===== config.mk =====
export PLATFORM = sky130hd
export DESIGN_NAME = flag_branch_unit
export DESIGN_NICKNAME = d
export VERILOG_FILES = /design/src/rtl/flag_branch_unit_pkg.sv /design/src/rtl/flag_shadow_stack.sv /design/src/rtl/flag_branch_unit.sv
export SDC_FILE = /design/constraint.sdc
export NUM_CORES = 1
export LEC_CHECK = 0
export CAP_MARGIN = 15
export CORE_MARGIN = 2
export CORE_UTILIZATION = 35
export DETAILED_ROUTE_END_ITERATION = 10
export HOLD_SLACK_MARGIN = 0.03
export PLACE_DENSITY = 0.71
export SLEW_MARGIN = 0
export SYNTH_ARGS = -nofsm -noshare
export SYNTH_HDL_FRONTEND = slang
export SYNTH_SLANG_ARGS = --single-unit

===== constraint.sdc =====
create_clock -name clk -period 1.62 [get_ports clk]
set_input_delay 0.324 -clock clk [delete_from_list [all_inputs] [get_ports clk]]
set_output_delay 0.324 -clock clk [all_outputs]
set_load 0.01 [all_outputs]

===== src/rtl/flag_branch_unit_pkg.sv =====
// Shared definitions for the flag/branch unit:
// CCR bit positions, jump type codes and the jump condition helper.
package flag_branch_unit_pkg;

    localparam int CCR_W = 4;
    localparam int CCR_Z = 0;
    localparam int CCR_N = 1;
    localparam int CCR_C = 2;
    localparam int CCR_V = 3;

    localparam logic [2:0] JMP_NONE = 3'd0;
    localparam logic [2:0] JMP_JZ   = 3'd1;
    localparam logic [2:0] JMP_JN   = 3'd2;
    localparam logic [2:0] JMP_JC   = 3'd3;
    localparam logic [2:0] JMP_JMP  = 3'd4;

    // Condition met for a jump type against a CCR value; reserved codes never jump.
    function automatic logic jump_cond(
        input logic [2:0]       jtype,
        input logic [CCR_W-1:0] flags
    );
        logic r;
        r = 1'b0;
        case (jtype)
            JMP_JZ:  r = flags[CCR_Z];
            JMP_JN:  r = flags[CCR_N];
            JMP_JC:  r = flags[CCR_C];
            JMP_JMP: r = 1'b1;
            default: r = 1'b0;
        endcase
        return r;
    endfunction

endpackage


===== src/rtl/flag_shadow_stack.sv =====
// LIFO of saved CCR values for nested interrupts.
// Top of stack is always entry 0; push/pop shift the array.
module flag_shadow_stack
    import flag_branch_unit_pkg::*;
#(
    parameter int DEPTH = 2,
    parameter int WIDTH = CCR_W
) (
    input  logic             clk,
    input  logic             rst_n,
    input  logic             i_push,
    input  logic             i_pop,
    input  logic [WIDTH-1:0] i_din,
    output logic [WIDTH-1:0] o_dout,
    output logic             o_full,
    output logic             o_empty,
    output logic             o_err
);

    localparam int CW = $clog2(DEPTH + 1);

    logic [WIDTH-1:0] r_mem [DEPTH];
    logic [CW-1:0]    r_count;
    logic             r_err;
    logic             w_push_ok;
    logic             w_pop_ok;
    logic             w_bad;

    // Push and pop together is a tail-chain: the stack is left alone.
    assign o_full    = (r_count == CW'(DEPTH));
    assign o_empty   = (r_count == '0);
    assign w_push_ok = i_push & ~i_pop & ~o_full;
    assign w_pop_ok  = i_pop & ~i_push & ~o_empty;
    assign w_bad     = (i_push & ~i_pop & o_full) | (i_pop & ~i_push & o_empty);
    assign o_dout    = r_mem[0];
    assign o_err     = r_err;

    // Stack storage, occupancy count and sticky misuse flag.
    always_ff @(posedge clk) begin
        if (!rst_n) begin
            r_count <= '0;
            r_err   <= 1'b0;
            for (int i = 0; i < DEPTH; i++) begin
                r_mem[i] <= '0;
            end
        end else begin
            if (w_bad) begin
                r_err <= 1'b1;
            end
            if (w_push_ok) begin
                r_mem[0] <= i_din;
                for (int i = 1; i < DEPTH; i++) begin
                    r_mem[i] <= r_mem[i-1];
                end
                r_count <= r_count + 1'b1;
            end else if (w_pop_ok) begin
                for (int i = 0; i < DEPTH - 1; i++) begin
                    r_mem[i] <= r_mem[i+1];
                end
                r_count <= r_count - 1'b1;
            end
        end
    end

endmodule


===== src/rtl/flag_branch_unit.sv =====
// Condition-code register with ALU updates, SETC/CLRC, interrupt save/restore
// and conditional jump resolution against the registered flags.
module flag_branch_unit
    import flag_branch_unit_pkg::*;
#(
    parameter int SHADOW_DEPTH = 2
) (
    input  logic             clk,
    input  logic             rst_n,
    input  logic             aluZero,
    input  logic             aluNegative,
    input  logic             aluCarry,
    input  logic             aluOverflow,
    input  logic [CCR_W-1:0] flagUpdateMask,
    input  logic             setCarry,
    input  logic             clearCarry,
    input  logic             jumpValid,
    input  logic [2:0]       jumpType,
    input  logic             intSave,
    input  logic             intRestore,
    output logic [CCR_W-1:0] ccr,
    output logic             takeJump,
    output logic             stackFull,
    output logic             stackEmpty,
    output logic             errStack
);

    logic [CCR_W-1:0] r_ccr;
    logic [CCR_W-1:0] w_alu;
    logic [CCR_W-1:0] w_pop_val;
    logic [CCR_W-1:0] w_clr;
    logic [CCR_W-1:0] w_next;
    logic             w_pop_ok;

    assign w_alu    = {aluOverflow, aluCarry, aluNegative, aluZero};
    assign ccr      = r_ccr;
    assign takeJump = rst_n & jumpValid & jump_cond(jumpType, r_ccr);
    assign w_pop_ok = intRestore & ~intSave & ~stackEmpty;

    flag_shadow_stack #(
        .DEPTH (SHADOW_DEPTH),
        .WIDTH (CCR_W)
    ) u_stack (
        .clk     (clk),
        .rst_n   (rst_n),
        .i_push  (intSave),
        .i_pop   (intRestore),
        .i_din   (r_ccr),
        .o_dout  (w_pop_val),
        .o_full  (stackFull),
        .o_empty (stackEmpty),
        .o_err   (errStack)
    );

    // Flag consumed by a taken conditional jump; JMP consumes nothing.
    always_comb begin
        w_clr = '0;
        if (takeJump) begin
            case (jumpType)
                JMP_JZ:  w_clr[CCR_Z] = 1'b1;
                JMP_JN:  w_clr[CCR_N] = 1'b1;
                JMP_JC:  w_clr[CCR_C] = 1'b1;
                default: w_clr = '0;
            endcase
        end
    end

    // Next CCR, applied lowest priority first so later writes win.
    always_comb begin
        w_next = (r_ccr & ~flagUpdateMask) | (w_alu & flagUpdateMask);
        if (clearCarry) begin
            w_next[CCR_C] = 1'b0;
        end else if (setCarry) begin
            w_next[CCR_C] = 1'b1;
        end
        w_next = w_next & ~w_clr;
        if (w_pop_ok) begin
            w_next = w_pop_val;
        end
    end

    // Condition-code register.
    always_ff @(posedge clk) begin
        if (!rst_n) begin
            r_ccr <= '0;
        end else begin
            r_ccr <= w_next;
        end
    end

endmodule


==> results.json <==
{
  "clkTransAtPathRegs_ns": 0.09,
  "period_minus_slack_ns": 1.623,
  "fp.coreArea_um2": 2191,
  "synth_top_flop_cell": "edfxtp_1",
  "failed_checks": "negative setup slack",
  "drc": 0,
  "synth.top_cell.area_share_pct": 29.95,
  "ys_seq_area_share_pct": 47.43,
  "relSlewSlack_pct": 79.77,
  "port_buffers": 25,
  "finalCritPeriodShare_pct": 100.2,
  "yosysMostFrequentCell": "edfxtp_1",
  "rsz0062_at_grt": "yes",
  "yosysWarnings": 0,
  "finClkSkew_ns": 0.004419,
  "routed_via_density": 4.958,
  "ff_latch_area_um2": 382.9,
  "finalSetupViolCount": 1,
  "dpl.hpwl_um": 1416,
  "die_area_um2": 2691,
  "synthArstFlopShare_pct": 0,
  "peakVddDrop_v": 0.0004672,
  "clk_latency_ns": 0.28,
  "crit_fanout": 4,
  "synth_seq_cells": 15,
  "hold_class": "flop to flop",
  "fin_ws_ns": -0.002582,
  "wl_um": 1762,
  "synth_area_leaders": "edfxtp_1, dfxtp_1, mux2i_1, nor3b_4, a22o_1",
  "cp-end-kind": "primary output",
  "hold_viol_final": 0,
  "wire_per_inst_um": 12.32,
  "r2r_cells": 5,
  "diodes": 0,
  "comb_power_share_pct": 21.8,
  "antenna_left": 0,
  "p_total_uw": 845.0,
  "place.gp.congestion": 0.7527,
  "dr.pass1.iters": 4,
  "drt_iter0_markers": 5,
  "num_io_pins": 26,
  "grt_use_total_pct": 14.73,
  "start_util_pct": 36.61,
  "power.internal_uw": 632.0,
  "grt_max_degree": 12,
  "min_from": "u_stack.o_err",
  "cts_sinks": 15,
  "die_w_um": 51.87,
  "worst_ep_required_time_ns": 1.30,
  "netlist_instances": 70,
  "synthToLayoutAreaGrowth_pct": 55.07,
  "multi_input_area_um2": 410.4,
  "drv_slew": 0,
  "syn_nets": 88,
  "drv_cap": 0,
  "synth_top_area_cell": "edfxtp_1",
  "p_sw_share_pct": 25.20,
  "p_switching_uw": 212.9,
  "fin_nets": 134,
  "seq_power_share_pct": 52.6,
  "worstSetupStartpointType": "primary input",
  "tritoncts": "built",
  "crit_arrival_ns": 1.30,
  "r2r-end": "ccr[1]",
  "power_density_nw_per_um2": 679.4,
  "htree_levels": 1,
  "postPlaceCellArea_um2": 1197,
  "tightest_slew_ns": 0.3003,
  "final_area_um2": 1244,
  "grt_pass1_wl_um": 2904,
  "vias": 709,
  "first_global_vias": 683,
  "die_height_um": 51.87,
  "holdPathStages": 1,
  "cts-root-buf": "clkbuf_4",
  "syn_area_um2": 802.0,
  "avgSynthCellArea_um2": 11.46,
  "clock_power_share_pct": 25.6,
  "overflow": 0,
  "yosys-top-cells-count": "edfxtp_1, dfxtp_1, mux2i_1",
  "fillers": 190,
  "clk_path_buf_depth": 2,
  "ff2ff_setup_slack_ns": 0.32,
  "antenna_found_initial": 0,
  "hold_end": "u_stack.o_err",
  "outcome": "complete, but fails checks",
  "hold_buffers": 0,
  "numCtsBuffers": 3,
  "rows": 17,
  "fmax_mhz": 616.3,
  "r2r-start": "u_stack.r_count[0]",
  "yosysUniqueCellTypes": 27,
  "cellLeakagePower_uw": 0.0005642,
  "critPathKind": "primary input to primary output",
  "drive_above_1_share_pct": 26.96,
  "synth-edff-count": 8
}
==> what timing repair did <==
item	4_1_cts	5_1_grt
resized for setup	14	3
endpoints found under the setup margin	4	4
buffers inserted	1	1
==> flip-flops by register name (all words and copies together) (netlist names), named ones only <==
| name | count |
|---|---|
| ccr | 3 |
| u_stack.o_err | 1 |
| u_stack.r_count | 2 |
| u_stack.r_mem | 8 |
==> cells by family after synthesis <==
group / synth area share [%]
xor gates and xnor gates: 2.184
muxes: 9.048
DFF: 47.43
buffers and inverters: 1.716
AOI/OAI and AO/OA: 18.10
and+or+nand+nor: 21.53
==> power by group through the flow <==
stage	sequential (uW)	clock, uW	combinational (uW)
finish	444	217	184
CTS	444	221	187
detailed placement	451	0	190
floorplan	453	0	67.2
global placement	451	0	186
global route	448	242	201
==> how the worst max path moves through the flow <==
| stage | slack [ns] | endpoint | depth (start not counted) | start |
|---|---|---|---|---|
| after global placement | -0.59 | takeJump | 5 | jumpType[0] |
| after CTS | 0.002 | takeJump | 6 | jumpType[0] |
| after detailed placement | -0.61 | takeJump | 6 | jumpType[0] |
| after floorplan | 0.22 | u_stack.r_mem[1][0] | 3 | u_stack.r_count[1] |
| final | -0.003 | takeJump | 6 | jumpType[0] |
| after global routing | -0.05 | takeJump | 6 | jumpType[0] |
==> placed cells by master, fill, tap and decap left out, drive strengths merged <==
cell type and count:
a21oi 3, a22o 4, a32o 2, and2 4, and4b 1, buf 19
clkbuf 3, clkdlybuf4s15 1, clkdlybuf4s50 16, clkinv 1, dfxtp 7, dlygate4sd2 4
dlymetal6s2s 3, edfxtp 8, inv 1, mux2 2, mux2i 5, nand2 4
nand2b 2, nand3 1, nand3b 3, nor2 2, nor2b 1, nor3b 5
o211a 1, o21a 2, o21ai 3, o2bb2ai 2, o311a 1, o31ai 1
or3b 1, xor2 2
==> area by class of cell <==
| class | instances | share of cell area (%) |
|---|---|---|
| clock buffer | 3 | 1.811 |
| clock inverter | 1 | 0.4024 |
| inverter | 1 | 0.3018 |
| multi-input combinational | 52 | 33.00 |
| sequential | 15 | 30.78 |
| tap | 28 | 2.817 |
| timing repair buffer | 43 | 30.89 |
==> critical path: stages <==
cell             delay (ns)
clkdlybuf4s15_2        0.20
buf_4                  0.14
nand3b_1               0.11
nor2_1                 0.05
o311a_1                0.33
buf_2                  0.14
==> layer usage <==
layer  up-vias  wire, um  track usage (%)
met5         -         0                0
met4         0        34            7.895
met3         2        67            1.724
met2        15       842            23.63
met1       328       818            19.24
li1        364         -                -
==> stage by stage <==
| step | util (%) | instances | setup TNS [ns] | hold slack, ns | worst slack [ns] |
|---|---|---|---|---|---|
| 2_1_floorplan | - | 70 | 0 | 0.4420 | 0.2229 |
| 3_3_place_gp | 54.65 | 137 | -1.764 | 0.4489 | -0.5893 |
| 3_5_place_dp | 54.65 | 137 | -2.009 | 0.4581 | -0.6087 |
| 4_1_cts | 56.08 | 142 | 0 | 0.4810 | 0.002227 |
| 5_1_grt | 56.77 | 143 | -0.04624 | 0.5121 | -0.04624 |
| 6_report | 56.77 | 143 | -0.002582 | 0.4755 | -0.002582 |
Power figures use the tool's default switching activity.
